<file path="config.mk">
export PLATFORM = sky130hd
export DESIGN_NAME = fetch_queue_unit
export DESIGN_NICKNAME = d
export VERILOG_FILES = /design/src/rtl/fetch_queue_unit.sv
export SDC_FILE = /design/constraint.sdc
export NUM_CORES = 1
export LEC_CHECK = 0
export CORE_MARGIN = 10
export CORE_UTILIZATION = 49
export CTS_CLUSTER_DIAMETER = 60
export DETAILED_ROUTE_END_ITERATION = 8
export DONT_BUFFER_PORTS = 1
export PLACE_DENSITY = 0.66
export SYNTH_ARGS = -nofsm -noshare
export SYNTH_HDL_FRONTEND = slang
export SYNTH_SLANG_ARGS = --single-unit
</file>
<file path="constraint.sdc">
create_clock -name clk -period 7.2 [get_ports clk]
set_input_delay 1.08 -clock clk [delete_from_list [all_inputs] [get_ports clk]]
set_output_delay 1.08 -clock clk [all_outputs]
set_load 0.02 [all_outputs]
</file>
<file path="src/rtl/fetch_queue_unit.sv">
// Instruction-fetch front end: PC generation, synchronous-ROM addressing and a DEPTH-entry {instr, pc} queue.
// Latency: an address issued at one edge is written at the next edge and is visible at the head right after it.
// Backpressure: ready_in=0 holds the head; fetch stops once queued + in-flight words fill DEPTH, so nothing is dropped.
//
// Ports:
//   clk, reset            - rising-edge clock, asynchronous active-low reset
//   flush, redirect_target - branch redirect from decode; empties the queue and issues the target this cycle
//   ready_in              - decode accepts the head entry
//   rom_address / rom_q   - ROM address (combinational) and data returned one cycle later
//   valid_out, instr_out, pc_out, count_out - queue head (zeros when empty) and occupancy
module fetch_queue_unit #(
  parameter int ADDR_W   = 16,
  parameter int INSTR_W  = 20,
  parameter int DEPTH    = 4,
  parameter int RESET_PC = 0,
  parameter int PC_STEP  = 1
) (
  input  logic                       clk,
  input  logic                       reset,
  input  logic                       flush,
  input  logic [ADDR_W-1:0]          redirect_target,
  input  logic                       ready_in,
  output logic [ADDR_W-1:0]          rom_address,
  input  logic [INSTR_W-1:0]         rom_q,
  output logic                       valid_out,
  output logic [INSTR_W-1:0]         instr_out,
  output logic [ADDR_W-1:0]          pc_out,
  output logic [$clog2(DEPTH):0]     count_out
);

  localparam int PTR_W = $clog2(DEPTH);
  localparam int CNT_W = PTR_W + 1;

  logic [ADDR_W-1:0]  fetch_pc;
  logic               inflight;
  logic [ADDR_W-1:0]  inflight_pc;
  logic [PTR_W-1:0]   rd_ptr;
  logic [PTR_W-1:0]   wr_ptr;
  logic [CNT_W-1:0]   count;

  logic [INSTR_W-1:0] q_instr [DEPTH];
  logic [ADDR_W-1:0]  q_pc    [DEPTH];

  logic               deq;
  logic               wr;
  logic               issue;
  logic [CNT_W:0]     occ_after;

  assign valid_out   = (count != '0);
  assign instr_out   = valid_out ? q_instr[rd_ptr] : '0;
  assign pc_out      = valid_out ? q_pc[rd_ptr]    : '0;
  assign count_out   = count;

  assign rom_address = flush ? redirect_target : fetch_pc;

  // A redirect wins over decode's accept: the head is being thrown away anyway.
  assign deq = valid_out & ready_in & ~flush;
  // The response landing at a flush edge belongs to the wrong path.
  assign wr  = inflight & ~flush;

  // Occupancy counting the word still in the ROM; issuing only below DEPTH
  // keeps a slot reserved for every outstanding fetch, so the queue cannot overflow.
  assign occ_after = {1'b0, count} + (CNT_W+1)'(inflight) - (CNT_W+1)'(deq);
  assign issue     = flush | (occ_after < (CNT_W+1)'(DEPTH));

  always_ff @(posedge clk or negedge reset) begin
    if (!reset) begin
      fetch_pc    <= ADDR_W'(RESET_PC);
      inflight    <= 1'b0;
      inflight_pc <= '0;
    end else begin
      inflight <= issue;
      if (issue) begin
        fetch_pc    <= rom_address + ADDR_W'(PC_STEP);
        inflight_pc <= rom_address;
      end
    end
  end

  always_ff @(posedge clk or negedge reset) begin
    if (!reset) begin
      rd_ptr <= '0;
      wr_ptr <= '0;
      count  <= '0;
    end else if (flush) begin
      rd_ptr <= '0;
      wr_ptr <= '0;
      count  <= '0;
    end else begin
      if (wr)  wr_ptr <= wr_ptr + PTR_W'(1);
      if (deq) rd_ptr <= rd_ptr + PTR_W'(1);
      count <= count + CNT_W'(wr) - CNT_W'(deq);
    end
  end

  // Storage needs no reset: entries are only read while count marks them valid.
  always_ff @(posedge clk) begin
    if (wr) begin
      q_instr[wr_ptr] <= rom_q;
      q_pc[wr_ptr]    <= inflight_pc;
    end
  end

endmodule

</file>
==> results.txt <==
* Result of the run: complete, no violations
- Post-Syn Nets: 494
- Met1 demand-to-capacity share in global routing: 17.1%
* Dominant cell type by area after synthesis: sky130_fd_sc_hd__edfxtp_1
* Vias in the first global route: 3946
- The tightest min-delay check is of the in -> async type.
- Once layout is complete, the utilization of the core stands at 55.7%.
* Post-CTS Setup Bufs: 0
- The max-slew violation count came to 0.
- Post-layout minimum cycle time: 3630 ps
- The tree built by TritonCTS fans out to 184 sinks.
* P_int: 2.45 mW
- Count of antenna diodes in the layout: 0
- The first global-routing pass estimated 22500 um of wire.
* Period utilization: 50.4%
- Mapped Area: 7680 um^2
* P_leak: 2.90 nW
* Total of flip-flops plus latches after synthesis: 184
- Critical path's slowest cell: sky130_fd_sc_hd__dfrtp_2
- The HPWL after detailed placement is 8540 um.
* IO buf count: 0
- The Yosys step of the flow raised 0 warnings.
- Unrepaired setup endpoints after global routing: false
- Area of the multi-input gates: 2200 um^2
* Total GRT Usage: 13.6%
- Net switching is 32.4% of the power.
- Filler instances: 1175
- In the final layout, the share of cells above drive strength 1 is 19.9%.
* Hold violation total from the final report: 0
- Die extent in x: 145 um
* Number of enable flip-flop cells after synthesis: 144
- Hold repair after CTS inserted 0 buffers.
* Remaining Overflow, GRT: 0
- Synth async-reset ratio: 21.7%
- For the pin with the worst max-slew slack, the measured transition is 1030 ps.
- Pin count of the biggest net entering global routing: 51
- Resize count post-CTS: 0
* Max-capacitance violation count: 0
- Met2 Track Usage GR: 20.9%
* Area fraction of the dominant cell type after synthesis: 56.3%
* Number of antenna violations at the first check in global routing: 0
- DRC violation count after routing: 0
- Routability-driven placement finished with a final weighted congestion of 0.741.
- Dividing the detail-routed wire length by the instance count gives 20.9 um.
* Routed via count: 3696
- Based on the critical path, the design can be clocked at up to 275 MHz.
- Element type at the critical path start: register
- The root buffer cell chosen for the clock tree is sky130_fd_sc_hd__clkbuf_16.
* Area used by sequential logic in the layout: 5330 um^2
* Via count normalized by instance count: 5.52
* Headroom to the max-slew limit: 31.3%
- Detailed-route wire length: 14000 um
* Clock transition at the registers of the reported paths: 60 ps
* Top Ports: 96
* Worst Path Class, Setup: reg -> out
* M3 GR Usage: 5.90%
- In this run the vertical extent of the chip is 145 um.
- The clock passes through at most 2 buffers.
- Setup violations remaining at the end of the flow were counted as 0.
- Syn_area_per_cell: 17.3 um^2
- Capturing element type of the critical path: primary output
- For the worst setup path, the data arrival time is 2550 ps.
- The number of clock buffers added by TritonCTS is 17.
- Violation count after the first detailed-route iteration: 161
* Number of nets with antenna violations after routing: 0
* Area overhead of the layout relative to synthesis: 10.6%
- Most instantiated flip-flop cell in the synthesis netlist: sky130_fd_sc_hd__edfxtp_1
* Crit-path max FO: 20
* Logic gate share of total power: 27.8%
- In this run, distinct cell masters in the synthesized netlist total 45.
- Fraction of power consumed by sequential logic: 45.8%
- Once the floorplan was initialized, standard cells occupied 50.3% of the core.
- The share of total power dissipated in the clock network is 26.4%.
- TritonCTS built the clock tree.
* Fraction of the yosys area taken by sequential cells: 69.3%
- The pre-antenna-repair detailed-routing pass consisted of 5 iterations.
* CTS H-tree lvls: 4
- On the final layout, the worst clock skew is 10.4 ps.
* Clk_lat worst skew: 420 ps
- Synth top area cells: sky130_fd_sc_hd__edfxtp_1, sky130_fd_sc_hd__dfrtp_1, sky130_fd_sc_hd__mux4_2, sky130_fd_sc_hd__and2_1, sky130_fd_sc_hd__mux2_1
- Power spread over the standard cell area amounts to 427 nW/um^2.
* Final nets: 494
- Counting every instance in the synthesized netlist gives 445.
* Required @ worst endpoint: 6120 ps
* Placeable core region: 15300 um^2
- Critical Path, Cell by Cell: buf_4, mux4_2, and2_1
- After global routing, the most crowded layer is met2.
- The floorplan has 45 rows.
- Max VDD drop: 0.184 mV
- For the final routed database, the setup TNS stands at 0 ps.
* Delay of the slowest critical-path stage: 770 ps
* Reported net switching power: 1.17 mW
- Die footprint: 21100 um^2
[final timing paths]
check / startpoint / endpoint / slack (ps) / cells past startpoint
worst max register to register: count_out[0]$_DFF_PN0_ / inflight_pc[2]$_DFFE_PN0P_ / 3810 / 9
min in group clk: fetch_pc[9]$_DFFE_PN0P_ / fetch_pc[9]$_DFFE_PN0P_ / 510 / 1
worst min register to register: fetch_pc[9]$_DFFE_PN0P_ / fetch_pc[9]$_DFFE_PN0P_ / 510 / 1
max in group asynchronous: reset / rd_ptr[0]$_DFFE_PN0P_ / 6750 / 0
worst max-delay path: rd_ptr[0]$_DFFE_PN0P_ / pc_out[13] / 3570 / 3
worst min-delay path: reset / fetch_pc[1]$_DFFE_PN0P_ / 350 / 0
[power groups by stage]
stage          clock [mW]  combinational [mW]  sequential (mW)
3_3_place_gp            0                1.02             1.67
3_5_place_dp            0                1.04             1.69
6_report            0.957                1.01             1.66
5_1_grt              1.02                1.12             1.70
2_1_floorplan           0               0.894             1.59
4_1_cts             0.979                1.04             1.67
[flip-flops by register name, indices dropped and copies added, names as in the netlist]
name / cells
rd_ptr: 2
count_out: 3
inflight: 1
fetch_pc: 16
wr_ptr: 2
q_pc: 64
q_instr: 80
inflight_pc: 16
[per-layer routing]
layer / share of wire [%] / routed length [um] / vias up
li1: - / - / 1698
met1: 44 / 6110 / 1880
met2: 48 / 6650 / 113
met3: 8.3 / 1160 / 5
met4: 0.53 / 74 / 0
met5: 0 / 0 / -
[Yosys cell counts (2+ instances only)]
cell	count
sky130_fd_sc_hd__nor2_1	26
sky130_fd_sc_hd__nand3b_1	3
sky130_fd_sc_hd__nand3_1	3
sky130_fd_sc_hd__or3_1	2
sky130_fd_sc_hd__mux2_1	12
sky130_fd_sc_hd__edfxtp_1	144
sky130_fd_sc_hd__ha_1	8
sky130_fd_sc_hd__dfrtp_1	40
sky130_fd_sc_hd__xnor2_1	10
sky130_fd_sc_hd__clkbuf_1	10
sky130_fd_sc_hd__a21oi_1	18
sky130_fd_sc_hd__a31oi_1	3
sky130_fd_sc_hd__mux4_2	36
sky130_fd_sc_hd__nor3_1	3
sky130_fd_sc_hd__buf_4	4
sky130_fd_sc_hd__nor2b_1	5
sky130_fd_sc_hd__buf_2	7
sky130_fd_sc_hd__mux2_2	10
sky130_fd_sc_hd__nand2b_1	2
sky130_fd_sc_hd__inv_1	13
sky130_fd_sc_hd__xor2_1	10
sky130_fd_sc_hd__nand2_1	6
sky130_fd_sc_hd__and4_1	2
sky130_fd_sc_hd__and2_1	40
sky130_fd_sc_hd__mux2i_1	6
sky130_fd_sc_hd__a21o_1	2
sky130_fd_sc_hd__nand4_1	2
[cells in the final DEF, fill, tap and decap left out, types with 3 or more instances in the layout]
cell type / n
sky130_fd_sc_hd__nor2_1: 26
sky130_fd_sc_hd__inv_1: 13
sky130_fd_sc_hd__and2_2: 4
sky130_fd_sc_hd__buf_4: 3
sky130_fd_sc_hd__nor3_1: 3
sky130_fd_sc_hd__clkbuf_8: 3
sky130_fd_sc_hd__ha_1: 8
sky130_fd_sc_hd__edfxtp_1: 144
sky130_fd_sc_hd__nand3_1: 3
sky130_fd_sc_hd__xor2_1: 10
sky130_fd_sc_hd__mux2_2: 10
sky130_fd_sc_hd__clkinv_2: 3
sky130_fd_sc_hd__dfrtp_1: 38
sky130_fd_sc_hd__nor2b_1: 5
sky130_fd_sc_hd__mux4_2: 36
sky130_fd_sc_hd__nand2_1: 6
sky130_fd_sc_hd__a21oi_1: 18
sky130_fd_sc_hd__a31oi_1: 3
sky130_fd_sc_hd__mux2i_1: 6
sky130_fd_sc_hd__nand3b_1: 3
sky130_fd_sc_hd__clkbuf_16: 19
sky130_fd_sc_hd__mux2_1: 12
sky130_fd_sc_hd__xnor2_1: 10
sky130_fd_sc_hd__and2_1: 36
[final cells by class]
cell class,count,area share (%)
inverters,13,0.574
multi-input cells,226,25.9
clock inverters,9,1.27
clock buffers,23,6.13
repair buffers,3,0.265
well taps,211,3.11
flip-flops and latches,184,62.7
[critical path, delay by kind of cell, from the launching register on]
family	cells	cell delay, ps
buffers and inverters	1	500
flip-flops	1	770
multiplexers	1	590
AND/OR/NAND/NOR	1	250
[per-stage QoR]
stage,hold slack [ps],power (mW),setup WS (ps),instances,instance area [um^2]
detailed placement,506,2.72,3790,637,7870
CTS,333,3.69,3450,669,8500
floorplan,469,2.48,3830,445,7680
global route,319,3.84,3370,669,8500
finish,353,3.63,3570,669,8500
global placement,488,2.69,3850,637,7870
[kinds of logic (layout without fill, tap and decap cells)]
group	Yosys count	after routing	share of synthesized area, %
DFF	184	184	69.3
and+or+nand+nor	100	100	7.30
muxes	64	64	14.6
buffers and inverters	35	48	2.12
AOI/OAI and AO/OA	33	33	2.82
xor gates and xnor gates	20	20	2.28
adders and majority gates	9	9	1.56
Power figures use the tool's default switching activity.
